### config.mk
export PLATFORM = sky130hd
export DESIGN_NAME = jtdsp16_pcu
export DESIGN_NICKNAME = d
export VERILOG_FILES = /design/src/rtl/jtdsp16_pcu.sv
export SDC_FILE = /design/constraint.sdc
export NUM_CORES = 1
export LEC_CHECK = 0
export BUFFER_PORTS_ARGS = -buffer_cell sky130_fd_sc_hd__buf_4
export CORE_ASPECT_RATIO = 1.75
export CORE_MARGIN = 8
export CORE_UTILIZATION = 39
export CTS_CLUSTER_SIZE = 40
export DETAILED_ROUTE_END_ITERATION = 8
export PLACE_DENSITY = 0.66
export REMOVE_ABC_BUFFERS = 1
export SYNTH_ARGS = -nofsm -noshare
export SYNTH_HDL_FRONTEND = slang
export SYNTH_SLANG_ARGS = --single-unit
### constraint.sdc
create_clock -name clk -period 3.76 [get_ports clk]
set_input_delay 0 -clock clk [delete_from_list [all_inputs] [get_ports clk]]
set_output_delay 0 -clock clk [all_outputs]
set_load 0.005 [all_outputs]
### src/rtl/jtdsp16_pcu.sv
// Program control unit: pc sequencing, return stack, pt/pi/i registers, do-loop cache, irq entry.
// Define JTDSP16_PCU_STKERR_EN to get sticky stack overflow/underflow flags.
module jtdsp16_pcu #(
    parameter int AW   = 16,
    parameter int STKD = 4,
    parameter int CW   = 8
) (
    input  logic          clk,
    input  logic          rst,
    input  logic          cen,
    input  logic          goto_ja,
    input  logic          call_ja,
    input  logic          ret,
    input  logic          iret,
    input  logic          goto_pt,
    input  logic          call_pt,
    input  logic          icall,
    input  logic          pc_halt,
    input  logic [11:0]   i_field,
    input  logic          irq_start,
    input  logic          load_en,
    input  logic [1:0]    load_sel,
    input  logic [AW-1:0] load_data,
    input  logic          pt_read,
    input  logic          istep,
    input  logic          do_start,
    input  logic [3:0]    do_len,
    input  logic [CW-1:0] do_count,
    output logic [AW-1:0] rom_addr,
    output logic [AW-1:0] pt_addr,
    output logic [AW-1:0] reg_dout,
    output logic          do_active,
    output logic          irq_in,
    output logic          stk_ovf,
    output logic          stk_unf
);

    localparam int DW = $clog2(STKD) + 1;
    localparam logic [AW-1:0] HI_MASK = ~AW'(12'hFFF);

    logic [AW-1:0] pc, pc_inc, pc_nxt, pi, pt, ja_tgt;
    logic [11:0]   ireg, pt_lo;
    logic [AW-1:0] stk [STKD];
    logic [DW-1:0] depth;
    logic [AW-1:0] do_head, do_exit;
    logic [3:0]    do_ofs, do_len_r;
    logic [CW-1:0] do_rem;
    logic          irq_pend;
    logic          flow, irq_take, loop_end, loop_irq, push, pop;
    logic          ld_pt, ld_pr, ld_pi, ld_i;

    assign pc_inc   = pc + AW'(1);
    assign ja_tgt   = (pc & HI_MASK) | AW'(i_field);
    assign pt_lo    = pt[11:0] + (istep ? ireg : 12'd1);
    assign flow     = ~do_active;
    assign irq_take = irq_start & ~irq_in;
    assign loop_end = do_active & (do_ofs == do_len_r - 4'd1) & (do_rem == '0);
    assign loop_irq = loop_end & (irq_pend | irq_take);
    assign do_exit  = do_head + AW'(do_len_r);

    assign push = flow & ~icall & (call_ja | (call_pt & ~goto_ja));
    assign pop  = flow & ret & ~(icall | goto_ja | call_ja | goto_pt | call_pt);

    assign ld_pt = load_en & (load_sel == 2'd0);
    assign ld_pr = load_en & (load_sel == 2'd1);
    assign ld_pi = load_en & (load_sel == 2'd2);
    assign ld_i  = load_en & (load_sel == 2'd3);

    // During a loop pc holds still; the exit address is restored from do_head.
    always_comb begin
        pc_nxt = pc;
        if (do_active) begin
            if (loop_end) pc_nxt = loop_irq ? AW'(1) : do_exit;
        end else if (icall)                          pc_nxt = AW'(2);
        else if (irq_take & (goto_ja | call_ja))     pc_nxt = AW'(1);
        else if (goto_ja | call_ja)                  pc_nxt = ja_tgt;
        else if (goto_pt | call_pt)                  pc_nxt = pt;
        else if (ret)                                pc_nxt = stk[0];
        else if (iret)                               pc_nxt = pi;
        else if (pc_halt)                            pc_nxt = pc;
        else                                         pc_nxt = pc_inc;
    end

    always_ff @(posedge clk) begin
        if (rst) begin
            pc     <= '0;
            pi     <= '0;
            pt     <= '0;
            ireg   <= '0;
            irq_in <= 1'b0;
        end else if (cen) begin
            pc <= pc_nxt;
            if (ld_pt)        pt <= load_data;
            else if (pt_read) pt <= (pt & HI_MASK) | AW'(pt_lo);
            if (ld_i) ireg <= load_data[11:0];
            if (ld_pi)                                      pi <= load_data;
            else if (loop_irq)                              pi <= do_exit;
            else if (~irq_in & ~do_active & ~irq_start)     pi <= pc;
            if (loop_irq)                                   irq_in <= 1'b1;
            else if (flow & irq_take)                       irq_in <= 1'b1;
            else if (flow & iret)                           irq_in <= 1'b0;
        end
    end

    // stk[0] is the top and doubles as pr; popping the last entry leaves it in place.
    always_ff @(posedge clk) begin
        if (rst) begin
            for (int unsigned k = 0; k < STKD; k++) stk[k] <= '0;
            depth <= '0;
        end else if (cen) begin
            if (push) begin
                for (int unsigned k = 1; k < STKD; k++) stk[k] <= stk[k-1];
                stk[0] <= pc_inc;
                if (depth != DW'(STKD)) depth <= depth + DW'(1);
            end else if (pop) begin
                if (depth > DW'(1))
                    for (int unsigned k = 0; k + 1 < STKD; k++) stk[k] <= stk[k+1];
                if (depth != '0) depth <= depth - DW'(1);
            end else if (ld_pr) begin
                stk[0] <= load_data;
                if (depth == '0) depth <= DW'(1);
            end
        end
    end

`ifdef JTDSP16_PCU_STKERR_EN
    logic ovf_q, unf_q;
    always_ff @(posedge clk) begin
        if (rst) begin
            ovf_q <= 1'b0;
            unf_q <= 1'b0;
        end else if (cen) begin
            if (push && depth == DW'(STKD)) ovf_q <= 1'b1;
            if (pop && depth == '0)         unf_q <= 1'b1;
        end
    end
    assign stk_ovf = ovf_q;
    assign stk_unf = unf_q;
`else
    assign stk_ovf = 1'b0;
    assign stk_unf = 1'b0;
`endif

    always_ff @(posedge clk) begin
        if (rst) begin
            do_active <= 1'b0;
            do_head   <= '0;
            do_ofs    <= '0;
            do_len_r  <= 4'd1;
            do_rem    <= '0;
            irq_pend  <= 1'b0;
        end else if (cen) begin
            if (do_active) begin
                if (loop_end) begin
                    do_active <= 1'b0;
                    irq_pend  <= 1'b0;
                end else begin
                    if (irq_take) irq_pend <= 1'b1;
                    if (do_ofs == do_len_r - 4'd1) begin
                        do_ofs <= '0;
                        do_rem <= do_rem - CW'(1);
                    end else begin
                        do_ofs <= do_ofs + 4'd1;
                    end
                end
            end else if (do_start) begin
                do_active <= 1'b1;
                do_head   <= pc_inc;
                do_ofs    <= '0;
                do_len_r  <= (do_len == 4'd0) ? 4'd1 : do_len;
                do_rem    <= (do_count > CW'(1)) ? do_count - CW'(1) : '0;
            end
        end
    end

    assign rom_addr = do_active ? do_head + AW'(do_ofs) : pc;
    assign pt_addr  = pt;

    always_comb begin
        reg_dout = '0;
        case (load_sel)
            2'd0:    reg_dout = pt;
            2'd1:    reg_dout = stk[0];
            2'd2:    reg_dout = pi;
            default: reg_dout = AW'($signed(ireg));
        endcase
    end

endmodule

==> out/results.md <==
| Item | This run | Unit |
|---|---|---|
| Max Fclk | 311 | MHz |
| Max-capacitance violation count | 0 | - |
| Share of power burned in registers | 43.7 | % |
| Required arrival time at the worst endpoint | 3.76 | ns |
| Switch share | 30.0 | % |
| Number of setup buffers added after CTS | 0 | - |
| Final worst clock skew | 0.0136 | ns |
| Number of warnings reported in the yosys synthesis log | 0 | - |
| Setup repair after global routing missed its margin | false | - |
| Via count normalized by instance count | 6.06 | - |
| Hold path cells | 4 | - |
| Die height | 231 | µm |
| Final-layout setup total negative slack | 0 | ns |
| Final setup violation count | 0 | - |
| Post-DR wirelength/cell | 22.6 | µm |
| Initial cell density of the core | 39.2 | % |
| Dominant synthesized flop cell | dfxtp_1 | - |
| WP data arrival | 3.22 | ns |
| Critical setup path kind | flip-flop to output port | - |
| Clock latency reported for the late side of the worst-skew pair | 0.45 | ns |
| Maximum vdd ir drop | 0.000335 | V |
| FF-to-FF setup slack | 0.71 | ns |
| # rows | 79 | - |
| Hold Fails Final Rpt | 0 | - |
| Cell area after synthesis | 10300 | µm² |
| Layout net count | 1345 | - |
| Part of the power in combinational logic | 18.5 | % |
| Flop and latch count out of synthesis | 162 | - |
| Period utilisation layout | 85.5 | % |
| CTS buffer count | 17 | - |
| Count of clock tree sinks | 162 | - |
| Fill cell count | 2448 | - |
| Shortest period the worst path allows | 3.22 | ns |
| Per-instance average area after synthesis | 8.93 | µm² |
| Core area | 26400 | µm² |
| Clk pwr share | 37.8 | % |
| Critical R2R Capture | stk[0][10]$_DFFE_PP_ | - |
| Cell area after layout | 12300 | µm² |
| Design internal power | 0.00331 | W |
| Cell depth of the worst flop-to-flop path | 5 | - |
| Worst hold-check path type | input pin to flip-flop | - |
| Via count of the first global-routing pass | 9600 | - |
| Initial antenna violation count | 0 | - |
| Violation count after the first detailed-routing iteration | 694 | - |
| EDFF count, synth | 64 | - |
| Worst Setup Start Kind | flip-flop | - |
| Gate count of the mapped netlist | 1158 | - |
| Post-DRT Antenna Nets | 0 | - |
| Layout cells sized above 1 | 18.0 | % |
| First-pass iteration count of the detailed router | 5 | - |
| Reg clk slew, reported paths | 0.06 | ns |
| TritonCTS clock tree | done | - |
| Largest net degree at the start of global routing | 59 | - |
| CP Capture Type | output port | - |
| # port buffers | 107 | - |
| Hold worst-path end | do_rem[4]$_SDFFE_PP0P_ | - |
| Actual transition at the worst max-transition pin | 1.25 | ns |
| Congestion Overflow GR | 0 | - |
| Area after DPL | 11300 | µm² |
| Proportion of synthesized flip-flops having asynchronous set or reset | 0 | % |
| Number of top-level pins | 110 | - |
| Clock Tree Root | clkbuf_16 | - |
| Gpl congestion | 0.919 | - |
| Count of vias placed by the detailed router | 9661 | - |
| Maximum root-to-sink buffer count | 2 | - |
| Sum of routed wire length over all layers | 36000 | µm |
| Area Growth Syn to Fin | 18.8 | % |
| Rel. slew slack | 16.1 | % |
| Startpoint of the lowest-slack hold path | do_count[4] | - |
| Total net switching power | 0.00142 | W |
| Run status | complete, no violations | - |
| Synth unique cells | 90 | - |
| Maximum fanout along the worst path | 5 | - |
| Post-route DRC | 0 | - |
| Total routing resource utilization after global routing | 22.3 | % |
| Depth of the CTS H-tree | 4 | - |
| Pwr/cell area | 385 | nW/µm² |
| Floorplan die area | 32200 | µm² |
| Seq/Total Area, Yosys | 37.5 | % |
| Reg-to-reg critical path startpoint | do_active$_SDFFE_PP0P_ | - |
| Die X-Extent | 139 | µm |
| Slew Limit Fails | 0 | - |
| LEAKAGE | 4.65 | nW |
| HPWL Detailed | 27400 | µm |
| Wire length of the first global-routing pass | 55200 | µm |
## routing by layer
| metal | wire length (µm) | track usage (%) |
|---|---|---|
| met4 | 2670 | 17.6 |
| met5 | 0 | 0 |
| met1 | 12900 | 22.5 |
| met3 | 2010 | 4.43 |
| met2 | 18400 | 39.8 |
## sequential cells by signal, summed over array words and instances, names as in the netlist
signal     cells
ireg          12
stk           64
depth          3
do_ofs         4
pi            16
do_head       16
pc            16
do_rem         8
irq_in         1
irq_pend       1
pt_addr       16
do_active      1
do_len_r       4
## cells in the mapped netlist, drive strengths merged, types with 3 or more instances
master / instances / area (µm²)
mux2: 11 / 128
o31ai: 8 / 87.6
nor2b: 11 / 68.8
nand2: 123 / 464
nor4: 9 / 83.8
nand2b: 6 / 37.5
a41oi: 3 / 26.3
o211ai: 16 / 120
nand4: 11 / 90.1
xor2: 24 / 210
nor3: 36 / 206
a31oi: 19 / 125
o21a: 6 / 45.0
o311ai: 4 / 35.0
nand4b: 3 / 26.3
mux2i: 5 / 50.1
a211oi: 42 / 345
clkbuf: 51 / 195
fa: 3 / 60.1
edfxtp: 64 / 1920
a21o: 8 / 60.1
nand3: 26 / 130
ha: 28 / 350
o21ai: 68 / 344
a22oi: 20 / 150
a21oi: 93 / 465
and2: 30 / 188
or3: 7 / 43.8
a311oi: 6 / 52.6
dfxtp: 98 / 1960
nor2: 100 / 385
mux4: 16 / 360
inv: 27 / 101
or2: 7 / 43.8
a211o: 5 / 43.8
xnor2: 34 / 305
buf: 38 / 230
o21bai: 3 / 22.5
a221oi: 6 / 52.6
a311o: 4 / 40.0
a22o: 32 / 280
nand3b: 3 / 22.5
and3: 11 / 68.8
## cell type report
class / instances / area (µm²) / share of cell area [%]
Antenna cell: 1 / 2.50 / 0.0204
Clock inverter: 13 / 149 / 1.21
Tap cell: 324 / 405 / 3.30
Multi-Input combinational cell: 879 / 5950 / 48.4
Clock buffer: 19 / 443 / 3.60
Inverter: 29 / 109 / 0.885
Timing Repair Buffer: 167 / 1350 / 11.0
Sequential cell: 162 / 3880 / 31.6
## cell usage in the layout, fill, tap and decap left out, types with 27 or more instances in the layout
cell type      netlist  layout
nand2_1            122     122
xnor2_1             33      33
nor2_1              98      96
dfxtp_1             98      97
a211oi_1            36      36
a22o_1              32      32
and2_1              29      29
buf_4                7     128
nor3_1              32      32
ha_1                28      28
inv_1               27      27
edfxtp_1            64      64
a21oi_1             93      93
o21ai_0             54      51
dlygate4sd3_1        0      39
## stage by stage
step	instances	power [W]	worst slack [ns]	utilization, %	hold slack [ns]
after floorplan	1070	0.00253	0.132	-	0.0646
after CTS	1593	0.00474	0.527	46.6	0.00777
after global placement	1522	0.00293	0.838	42.9	0.262
after global routing	1593	0.00491	0.393	46.6	0.0439
after detailed placement	1522	0.00294	0.717	42.9	0.273
final	1594	0.00473	0.545	46.6	0.00657
## power groups by stage
stage	combinational, W	sequential [W]	clock (W)
2_1_floorplan	0.000473	0.00206	0
3_3_place_gp	0.000830	0.00210	0
3_5_place_dp	0.000840	0.00210	0
4_1_cts	0.000870	0.00206	0.00181
5_1_grt	0.000949	0.00208	0.00188
6_report	0.000875	0.00207	0.00179
## cells by family (layout without fill, tap and decap cells)
logic type,count (synthesis),count (layout),share of synthesized area [%]
AOI/OAI and AO/OA,362,362,23.9
adders and majority gates,31,31,3.97
buffers and inverters,118,228,5.16
xor gates and xnor gates,59,59,5.22
DFF,162,162,37.5
and+or+nand+nor,393,393,18.9
other,1,3,0.0362
muxes,32,32,5.20
## worst max-delay path, cell delays in order (launching register included)
cell and delay (ns):
dfxtp_1 0.45, ha_1 0.21, inv_1 0.05, fa_1 0.39, nor2b_1 0.14, o21ai_0 0.09, nand2b_1 0.28, nand3_1 0.33
or3_1 0.42, a31oi_1 0.24, buf_4 0.16
## what timing repair did
action | in CTS | in global routing
endpoints found under the hold margin | 64 | 0
hold buffers | 39 | 0
gates resized for setup | 0 | 0
## worst max path at each step
| stage | startpoint | to | depth (start not counted) | slack [ns] |
|---|---|---|---|---|
| 3_5_place_dp | do_active$_SDFFE_PP0P_ | stk[0][6]$_DFFE_PP_ | 5 | 0.72 |
| 6_report | do_ofs[0]$_SDFFE_PP0P_ | rom_addr[14] | 10 | 0.54 |
| 5_1_grt | do_ofs[0]$_SDFFE_PP0P_ | rom_addr[14] | 10 | 0.39 |
| 4_1_cts | do_ofs[0]$_SDFFE_PP0P_ | rom_addr[14] | 10 | 0.53 |
| 3_3_place_gp | do_active$_SDFFE_PP0P_ | stk[0][8]$_DFFE_PP_ | 5 | 0.84 |
| 2_1_floorplan | do_active$_SDFFE_PP0P_ | stk[0][0]$_DFFE_PP_ | 6 | 0.13 |
Power figures use the tool's default switching activity.
